File: src/rtl/joy_db15_pkg.sv
// Shared types and constants for the DB15 joystick link transmitter.
// The button bit indices follow the line order LS FEDCBAUDLR, where bit 0 (R) goes out first.
package joy_db15_pkg;

    localparam int BITS_PER_PLAYER_DEFAULT = 12;
    localparam int TIMEOUT_CYCLES_DEFAULT  = 4096;

    localparam int BIT_R     = 0;
    localparam int BIT_L     = 1;
    localparam int BIT_DOWN  = 2;
    localparam int BIT_UP    = 3;
    localparam int BIT_A     = 4;
    localparam int BIT_B     = 5;
    localparam int BIT_C     = 6;
    localparam int BIT_D     = 7;
    localparam int BIT_E     = 8;
    localparam int BIT_F     = 9;
    localparam int BIT_START = 10;
    localparam int BIT_LS    = 11;

    typedef enum logic [1:0] {
        IDLE  = 2'd0,
        LOAD  = 2'd1,
        SHIFT = 2'd2
    } joy_state_t;

    function automatic int frameBits(input int bitsPerPlayer);
        return 2 * bitsPerPlayer;
    endfunction

endpackage

File: src/rtl/joy_db15_tx_sync_edge.sv
// Two-flop synchronizer for an asynchronous strobe from the joystick reader.
// It also produces single-cycle rising and falling pulses from the synchronized level.
module sync_edge
    import joy_db15_pkg::*;
#(
    parameter logic RESET_VAL = 1'b0
) (
    input  logic clk,
    input  logic reset,
    input  logic i_async,
    output logic o_level,
    output logic o_rise,
    output logic o_fall
);

    logic r_meta;
    logic r_sync;
    logic r_prev;

    always_ff @(posedge clk) begin
        if (reset) begin
            r_meta <= RESET_VAL;
            r_sync <= RESET_VAL;
            r_prev <= RESET_VAL;
        end else begin
            r_meta <= i_async;
            r_sync <= r_meta;
            r_prev <= r_sync;
        end
    end

    assign o_level = r_sync;
    assign o_rise  = r_sync & ~r_prev;
    assign o_fall  = ~r_sync & r_prev;

endmodule

File: src/rtl/joy_db15_tx.sv
// DB15 joystick link transmitter that emulates the 165-style PISO adapter clocked by the reader.
// Optional idle-clock watchdog: define JOY_DB15_TX_TIMEOUT_EN.
module joy_db15_tx
    import joy_db15_pkg::*;
#(
    parameter int BITS_PER_PLAYER = BITS_PER_PLAYER_DEFAULT,
    parameter int TIMEOUT_CYCLES  = TIMEOUT_CYCLES_DEFAULT
) (
    input  logic                       clk,
    input  logic                       reset,
    input  logic [BITS_PER_PLAYER-1:0] joystick1,
    input  logic [BITS_PER_PLAYER-1:0] joystick2,
    input  logic                       JOY_LOAD,
    input  logic                       JOY_CLK,
    output logic                       JOY_DATA,
    output logic                       frame_done,
    output logic                       timeout
);

    localparam int FRAME_BITS = frameBits(BITS_PER_PLAYER);
    localparam int CNT_W      = $clog2(FRAME_BITS + 1);
    localparam logic [CNT_W-1:0] LAST_COUNT = CNT_W'(FRAME_BITS);

    if (BITS_PER_PLAYER < 1 || TIMEOUT_CYCLES < 2) begin : g_paramCheck
        $error("joy_db15_tx: BITS_PER_PLAYER must be >= 1 and TIMEOUT_CYCLES >= 2");
    end

    logic w_loadLevel;
    logic w_loadRise;
    logic w_loadFall;
    logic w_clkLevel;
    logic w_clkRise;
    logic w_clkFall;
    logic w_unusedEdges;

    sync_edge #(.RESET_VAL(1'b1)) u_loadSync (
        .clk     (clk),
        .reset   (reset),
        .i_async (JOY_LOAD),
        .o_level (w_loadLevel),
        .o_rise  (w_loadRise),
        .o_fall  (w_loadFall)
    );

    sync_edge #(.RESET_VAL(1'b0)) u_clkSync (
        .clk     (clk),
        .reset   (reset),
        .i_async (JOY_CLK),
        .o_level (w_clkLevel),
        .o_rise  (w_clkRise),
        .o_fall  (w_clkFall)
    );

    assign w_unusedEdges = &{w_loadRise, w_loadFall, w_clkLevel, w_clkFall};

    joy_state_t              r_state;
    logic [FRAME_BITS-1:0]   r_snap;
    logic [CNT_W-1:0]        r_count;
    logic                    r_data;
    logic                    r_done;

    joy_state_t              w_stateNext;
    logic [FRAME_BITS-1:0]   w_snapNext;
    logic [CNT_W-1:0]        w_countNext;
    logic                    w_dataNext;
    logic                    w_doneNext;

`ifdef JOY_DB15_TX_TIMEOUT_EN
    localparam int WD_W = $clog2(TIMEOUT_CYCLES + 1);
    localparam logic [WD_W-1:0] WD_LIMIT = WD_W'(TIMEOUT_CYCLES);

    logic [WD_W-1:0] r_wdog;
    logic            r_timeout;
    logic [WD_W-1:0] w_wdogNext;
    logic            w_timeoutNext;
`endif

    // A low LOAD wins over everything, so a reader can restart a frame at any point.
    always_comb begin
        w_stateNext = r_state;
        w_snapNext  = r_snap;
        w_countNext = r_count;
        w_doneNext  = 1'b0;
`ifdef JOY_DB15_TX_TIMEOUT_EN
        w_wdogNext    = '0;
        w_timeoutNext = r_timeout;
`endif

        if (!w_loadLevel) begin
            w_stateNext = LOAD;
            w_snapNext  = {joystick2, joystick1};
            w_countNext = '0;
`ifdef JOY_DB15_TX_TIMEOUT_EN
            w_timeoutNext = 1'b0;
`endif
        end else begin
            case (r_state)
                IDLE: begin
                    w_stateNext = IDLE;
                end
                LOAD: begin
                    w_stateNext = SHIFT;
                end
                SHIFT: begin
                    if (w_clkRise) begin
                        w_snapNext  = {1'b0, r_snap[FRAME_BITS-1:1]};
                        w_countNext = r_count + 1'b1;
                        if (w_countNext == LAST_COUNT) begin
                            w_doneNext  = 1'b1;
                            w_stateNext = IDLE;
                        end
                    end
`ifdef JOY_DB15_TX_TIMEOUT_EN
                    if (!(w_clkRise || w_clkFall)) begin
                        w_wdogNext = r_wdog + 1'b1;
                        if (w_wdogNext == WD_LIMIT) begin
                            w_timeoutNext = 1'b1;
                            w_stateNext   = IDLE;
                        end
                    end
`endif
                end
                default: begin
                    w_stateNext = IDLE;
                end
            endcase
        end

        w_dataNext = (w_stateNext == IDLE) ? 1'b1 : ~w_snapNext[0];
    end

    always_ff @(posedge clk) begin
        if (reset) begin
            r_state <= IDLE;
            r_snap  <= '0;
            r_count <= '0;
            r_data  <= 1'b1;
            r_done  <= 1'b0;
        end else begin
            r_state <= w_stateNext;
            r_snap  <= w_snapNext;
            r_count <= w_countNext;
            r_data  <= w_dataNext;
            r_done  <= w_doneNext;
        end
    end

`ifdef JOY_DB15_TX_TIMEOUT_EN
    always_ff @(posedge clk) begin
        if (reset) begin
            r_wdog    <= '0;
            r_timeout <= 1'b0;
        end else begin
            r_wdog    <= w_wdogNext;
            r_timeout <= w_timeoutNext;
        end
    end

    assign timeout = r_timeout;
`else
    assign timeout = 1'b0;
`endif

    assign JOY_DATA   = r_data;
    assign frame_done = r_done;

endmodule

File: config.mk
export PLATFORM = sky130hd
export DESIGN_NAME = joy_db15_tx
export DESIGN_NICKNAME = d
export VERILOG_FILES = /design/src/rtl/joy_db15_pkg.sv /design/src/rtl/joy_db15_tx_sync_edge.sv /design/src/rtl/joy_db15_tx.sv
export SDC_FILE = /design/constraint.sdc
export NUM_CORES = 1
export LEC_CHECK = 0
export CAP_MARGIN = 10
export CORE_AREA = 4 4 111 60
export DETAILED_ROUTE_END_ITERATION = 10
export DIE_AREA = 0 0 115 64
export PLACE_DENSITY = 0.57
export RECOVER_POWER = 50
export SYNTH_ARGS = -nofsm -noshare
export SYNTH_HDL_FRONTEND = slang
export SYNTH_SLANG_ARGS = --single-unit
File: constraint.sdc
create_clock -name clk -period 1.85 [get_ports clk]
set_input_delay 0.4625 -clock clk [delete_from_list [all_inputs] [get_ports clk]]
set_output_delay 0.4625 -clock clk [all_outputs]
set_load 0.05 [all_outputs]
=== Word-level counts from Yosys, hierarchy flattened ===
Index checks and enable logic that the tools add are counted.

* Register bits after elaboration: 38
* Output and inout port bits: 3

* $add $sub $neg: 1
* Equal/unequal tests: 5
* Mux-type cells: 8
* Bitwise operators: 6
* Reductions and logical operators: 6

{| class="wikitable"
|+ Operator list
! operator !! count
|-
| 2-to-1 mux 24 bit || 3
|-
| 2-to-1 mux 2 bit || 3
|-
| adder 5 x 1 -> 5 bit, second input constant || 1
|-
| equality test 5 bit, second input constant || 1
|-
| NOT 1 bit || 5
|-
| case mux 2 bit (2 select lines) || 1
|-
| AND reduction 2 bit || 2
|-
| OR reduction 2 bit || 2
|-
| OR reduction 4 bit || 1
|-
| equality test 2 x 1 -> 1 bit, second input constant || 1
|-
| equality test 2 bit, second input constant || 1
|-
| logical NOT 2 bit || 1
|-
| inequality test 2 x 1 -> 1 bit, second input constant || 1
|-
| inequality test 2 bit, second input constant || 1
|-
| bitwise AND 1 bit || 1
|-
| 2-to-1 mux 1 bit || 1
|}

=== Depth between registers and ports, before layout ===
* Word-level depth: 8
* Depth in mapped cells: 7
* Gate-level depth less buffers: 6

=== Hierarchy ===
A second synthesis with hierarchy kept.

* Cells, all modules: 198
* Area total of the unflattened synthesis: 1,724.2 µm²

{| class="wikitable"
|+ Modules (own cells, without submodules)
! module !! times used !! cells an instance !! area an instance (µm²)
|-
| joy_db15_tx || 1 || 182 || 1,540.2
|-
| sync_edge at u_loadSync || 1 || 8 || 92.6
|-
| sync_edge at u_clkSync || 1 || 8 || 91.3
|}

=== Least setup slack after synthesis ===
OpenSTA, ideal clock, no wires.

* Path kind: register -> register
* Start: reg r_state[0]
* End: reg r_snap[6]
* Library setup time: 0.088 ns
* Data arrival time: 1.325 ns
* Path slack: 0.436 ns
* Cell stages (with the launch flop): 7
* Path buffers: 1
* Clock period less this slack: 1.414 ns
* Path through: dfxtp_1 > inv_1 > ha_1 > nand3b_1 > buf_2 > nand2_1 > a311oi_2

* Longest elaborated chain between the ends: 3

{| class="wikitable"
|+ RTL lines
! element !! line !! text
|-
| start: declaration || joy_db15_tx.sv:56 || <nowiki>joy_state_t r_state;</nowiki>
|-
| start signal: assignment || joy_db15_tx.sv:140 || <nowiki>r_state <= w_stateNext;</nowiki>
|-
| equality test 2 bit || joy_db15_tx.sv:97 || <nowiki>case (r_state)</nowiki>
|-
| inequality test 2 bit (no line) || -- ||
|-
| AND reduction 2 bit (no line) || -- ||
|-
| end signal: assignment || joy_db15_tx.sv:141 || <nowiki>r_snap <= w_snapNext;</nowiki>
|-
| end: declaration || joy_db15_tx.sv:57 || <nowiki>logic [FRAME_BITS-1:0] r_snap;</nowiki>
|}

No other way between the ends.
A chain may end at the register's enable or synchronous reset.

=== Worst setup path after layout ===
* Start: in reset
* End: reg u_loadSync.r_sync, in the netlist u_loadSync.o_level

{| class="wikitable"
|+ RTL lines
! element !! line !! text
|-
| start: declaration || joy_db15_tx.sv:10 || <nowiki>input logic reset,</nowiki>
|-
| end signal: assignment || joy_db15_tx_sync_edge.sv:27 || <nowiki>r_sync <= r_meta;</nowiki>
|-
| end: declaration || joy_db15_tx_sync_edge.sv:17 || <nowiki>logic r_sync;</nowiki>
|}

No word-level cell between the ends.

==> impl_metrics.env <==
export IMPL_postSynthRegisterBits=38
export IMPL_max_freq_mhz=611
export IMPL_layoutNonFillerInstCount=297
export IMPL_number_of_flops_mapped_to_enable_cells_by_yosys=0
export IMPL_cts_hold_buffers=0
export IMPL_dp_cells=289
export IMPL_cts_root_buf="clkbuf_16"
export IMPL_track_usage_pct=10.5
export IMPL_fin_total_pwr_w=0.00215
export IMPL_place_port_buffers=29
export IMPL_ir_worst_vdd_mv=0.439
export IMPL_design_portCount=31
export IMPL_detail_route_wirelength_mm=3.56
export IMPL_yosys_warnings=0
export IMPL_worst_hold_path_type="reg -> reg"
export IMPL_synth_top_area_share_pct=45.7
export IMPL_status="completed"
export IMPL_globalRoute_totalOverflow=0
export IMPL_clock_latency_ns=0.28
export IMPL_drt_initial_drc_count=86
export IMPL_crit_arrival_ns=1.80
export IMPL_post_synth_top_area_cell="dfxtp_1"
export IMPL_grt_pass1_vias=1289
export IMPL_cts_htree_levels=2
export IMPL_grt_antenna_before_repair=0
export IMPL_worst_slew_pin_slew_ns=0.696
export IMPL_timing_critical_path_to_type="register"
export IMPL_cp_data_required_time_ns=2.01
export IMPL_final_antenna_net_count=0
export IMPL_maxCapViolations=0
export IMPL_asyncSetResetFlopFracSynth_pct=0
export IMPL_timing_slew_headroom_pct=53.6
export IMPL_yosys_cell_types_count=32
export IMPL_period_minus_slack_ns=1.64
export IMPL_pre_cts_setup_slack_ns=0.0111
export IMPL_path_clk_slew_ns=0.05
export IMPL_cts_tree="yes"
export IMPL_setup_ws_ns=0.214
export IMPL_vias=1370
export IMPL_start_kind="primary input"
export IMPL_finalMaxSlewViolations=0
export IMPL_design_final_nets=250
export IMPL_number_of_instances_in_the_synthesized_netlist=192
export IMPL_drc=0
export IMPL_grt_start_max_net_pins=48
export IMPL_numCtsBuffers=5
export IMPL_timing_worst_setup_path_type="in -> reg"
export IMPL_p_leak_nw=0.763
export IMPL_cts_resized=0
export IMPL_die_area_um2=7360
export IMPL_number_of_buffers_inserted_to_repair_setup_after_cts=0
export IMPL_final_setup_skew_ns=0.00577
export IMPL_setup_total_negative_slack_ns=0
export IMPL_post_synth_instance_area_um2=1660
export IMPL_floorplan_die_width_um=115
export IMPL_detailedPlacementHpwl_mm=2.43
export IMPL_route_detailed_vias_per_inst=4.61
export IMPL_gp_congestion=0.721
export IMPL_finalSetupViolations=0
export IMPL_first_pass_grt_wire_length_mm=6.14
export IMPL_unrepaired_setup_endpoints_after_global_routing="no"
export IMPL_cts_root_to_sink_buffers=2
export IMPL_power_per_cell_area_nw_per_um2=970
export IMPL_cts_sinks=38
export IMPL_drive_above_1_share_pct=12.3
export IMPL_drt_pass1_iter_count=4
export IMPL_routed_wire_length_per_instance_um=12.0
export IMPL_syn2layout_area_growth_pct=33.0
export IMPL_synth_net_count=223
export IMPL_final_period_utilization_pct=88.4
export IMPL_start_util_pct=28.7
export IMPL_postSynth_topFlopCell="dfxtp_1"
export IMPL_placeableCoreArea_um2=5810
export IMPL_number_of_antenna_repair_diodes=0
export IMPL_die_height_um=64
export IMPL_ys_seq_area_share_pct=45.7
export IMPL_finalHoldViolations=0
export IMPL_crit_fanout=28
export IMPL_post_synth_cell_area_avg_um2=8.67
export IMPL_core_rowCount=20
export IMPL_synth_area_leaders="dfxtp_1 (46%), nand2_1 (12%), a311oi_2 (9.0%)"
-- where the power goes --
group | internal, W | switching, W | leakage [nW] | total, W
Clock | 0.000809 | 0.000318 | 0.0971 | 0.00113
Sequential | 0.000852 | 0.0000161 | 0.310 | 0.000868
Combinational | 0.0000874 | 0.0000641 | 0.356 | 0.000151
Total | 0.00175 | 0.000398 | 0.763 | 0.00215
-- state kept, by name, summed over array words and instances, names as in the netlist --
register,count
r_state,2
u_loadSync.o_level,1
JOY_DATA,1
u_clkSync.o_level,1
u_loadSync.r_meta,1
u_clkSync.r_prev,1
r_count,5
u_clkSync.r_meta,1
frame_done,1
r_snap,24
-- area by class of cell --
class / instances / area (µm²)
Clock inverter: 2 / 60.1
Fill cell: 598 / 3590
Sequential cell: 38 / 762
Clock buffer: 6 / 139
Inverter: 3 / 11.3
Timing Repair Buffer: 35 / 333
Multi-Input combinational cell: 136 / 812
Tap cell: 77 / 96.3
-- critical path: stages --
cell and delay [ns]:
clkdlybuf4s50_1 0.46, clkbuf_2 0.44, or2_2 0.43
-- cells by family (layout without fill, tap and decap cells) --
kind of cell / count (synthesis) / in the layout / synth area share (%)
xor+xnor: 4 / 4 / 2.11
simple gates: 96 / 96 / 24.5
compound gates: 32 / 32 / 19.7
other cells: 1 / 1 / 0.225
fa+ha+maj: 3 / 3 / 2.26
buf+inv: 18 / 46 / 5.49
flops: 38 / 38 / 45.7
-- Yosys cell counts (2+ instances only) --
| cell | instances |
|---|---|
| a21oi_1 | 2 |
| a311oi_1 | 12 |
| a311oi_2 | 10 |
| buf_2 | 7 |
| buf_4 | 2 |
| clkbuf_1 | 5 |
| dfxtp_1 | 38 |
| ha_1 | 3 |
| inv_1 | 3 |
| nand2_1 | 51 |
| nand2b_1 | 2 |
| nand3_1 | 3 |
| nand4_1 | 2 |
| nand4b_1 | 2 |
| nor2_1 | 28 |
| nor2b_1 | 3 |
| or2_2 | 2 |
| xor2_1 | 3 |
-- per-layer routing --
layer | wire (µm) | GRT usage [%] | vias up
li1 | - | - | 719
met1 | 1970 | 15.8 | 621
met2 | 1330 | 13.0 | 27
met3 | 236 | 4.73 | 3
met4 | 29 | 3.07 | 0
met5 | 0 | 0 | -
-- cells in the final DEF (no fill, tap or decap), types with 2 or more instances in the layout --
| master | synthesis | final |
|---|---|---|
| nand2_1 | 51 | 51 |
| dfxtp_1 | 38 | 37 |
| nor2_1 | 28 | 28 |
| clkdlybuf4s50_1 | 0 | 27 |
| a311oi_1 | 12 | 12 |
| a311oi_2 | 10 | 10 |
| clkbuf_16 | 0 | 5 |
| buf_4 | 2 | 4 |
| inv_1 | 3 | 3 |
| nor2b_1 | 3 | 3 |
| nand3_1 | 3 | 3 |
| xor2_1 | 3 | 3 |
| ha_1 | 3 | 3 |
| or2_2 | 2 | 2 |
| nand2b_1 | 2 | 2 |
| nand4b_1 | 2 | 2 |
| a21oi_1 | 2 | 2 |
| nand4_1 | 2 | 2 |
| bufinv_16 | 0 | 2 |
| clkbuf_1 | 5 | 2 |
-- per-stage QoR --
stage / instance area (µm²) / hold slack (ns) / util, %
3_5_place_dp: 2040 / 0.397 / 35.1
3_3_place_gp: 2040 / 0.395 / 35.1
2_1_floorplan: 1660 / 0.389 / -
4_1_cts: 2240 / 0.409 / 38.5
5_1_grt: 2210 / 0.448 / 38.1
6_report: 2210 / 0.408 / 38.1
-- path summary, 6_finish.rpt --
check               startpoint            endpoint  slack (ns)  cells past startpoint
max                      reset  u_loadSync.o_level        0.21                      3
min          u_loadSync.r_meta  u_loadSync.o_level        0.41                      1
max reg2reg         r_state[0]          r_snap[13]        0.24                      6
min reg2reg  u_loadSync.r_meta  u_loadSync.o_level        0.41                      1
Power figures use the tool's default switching activity.
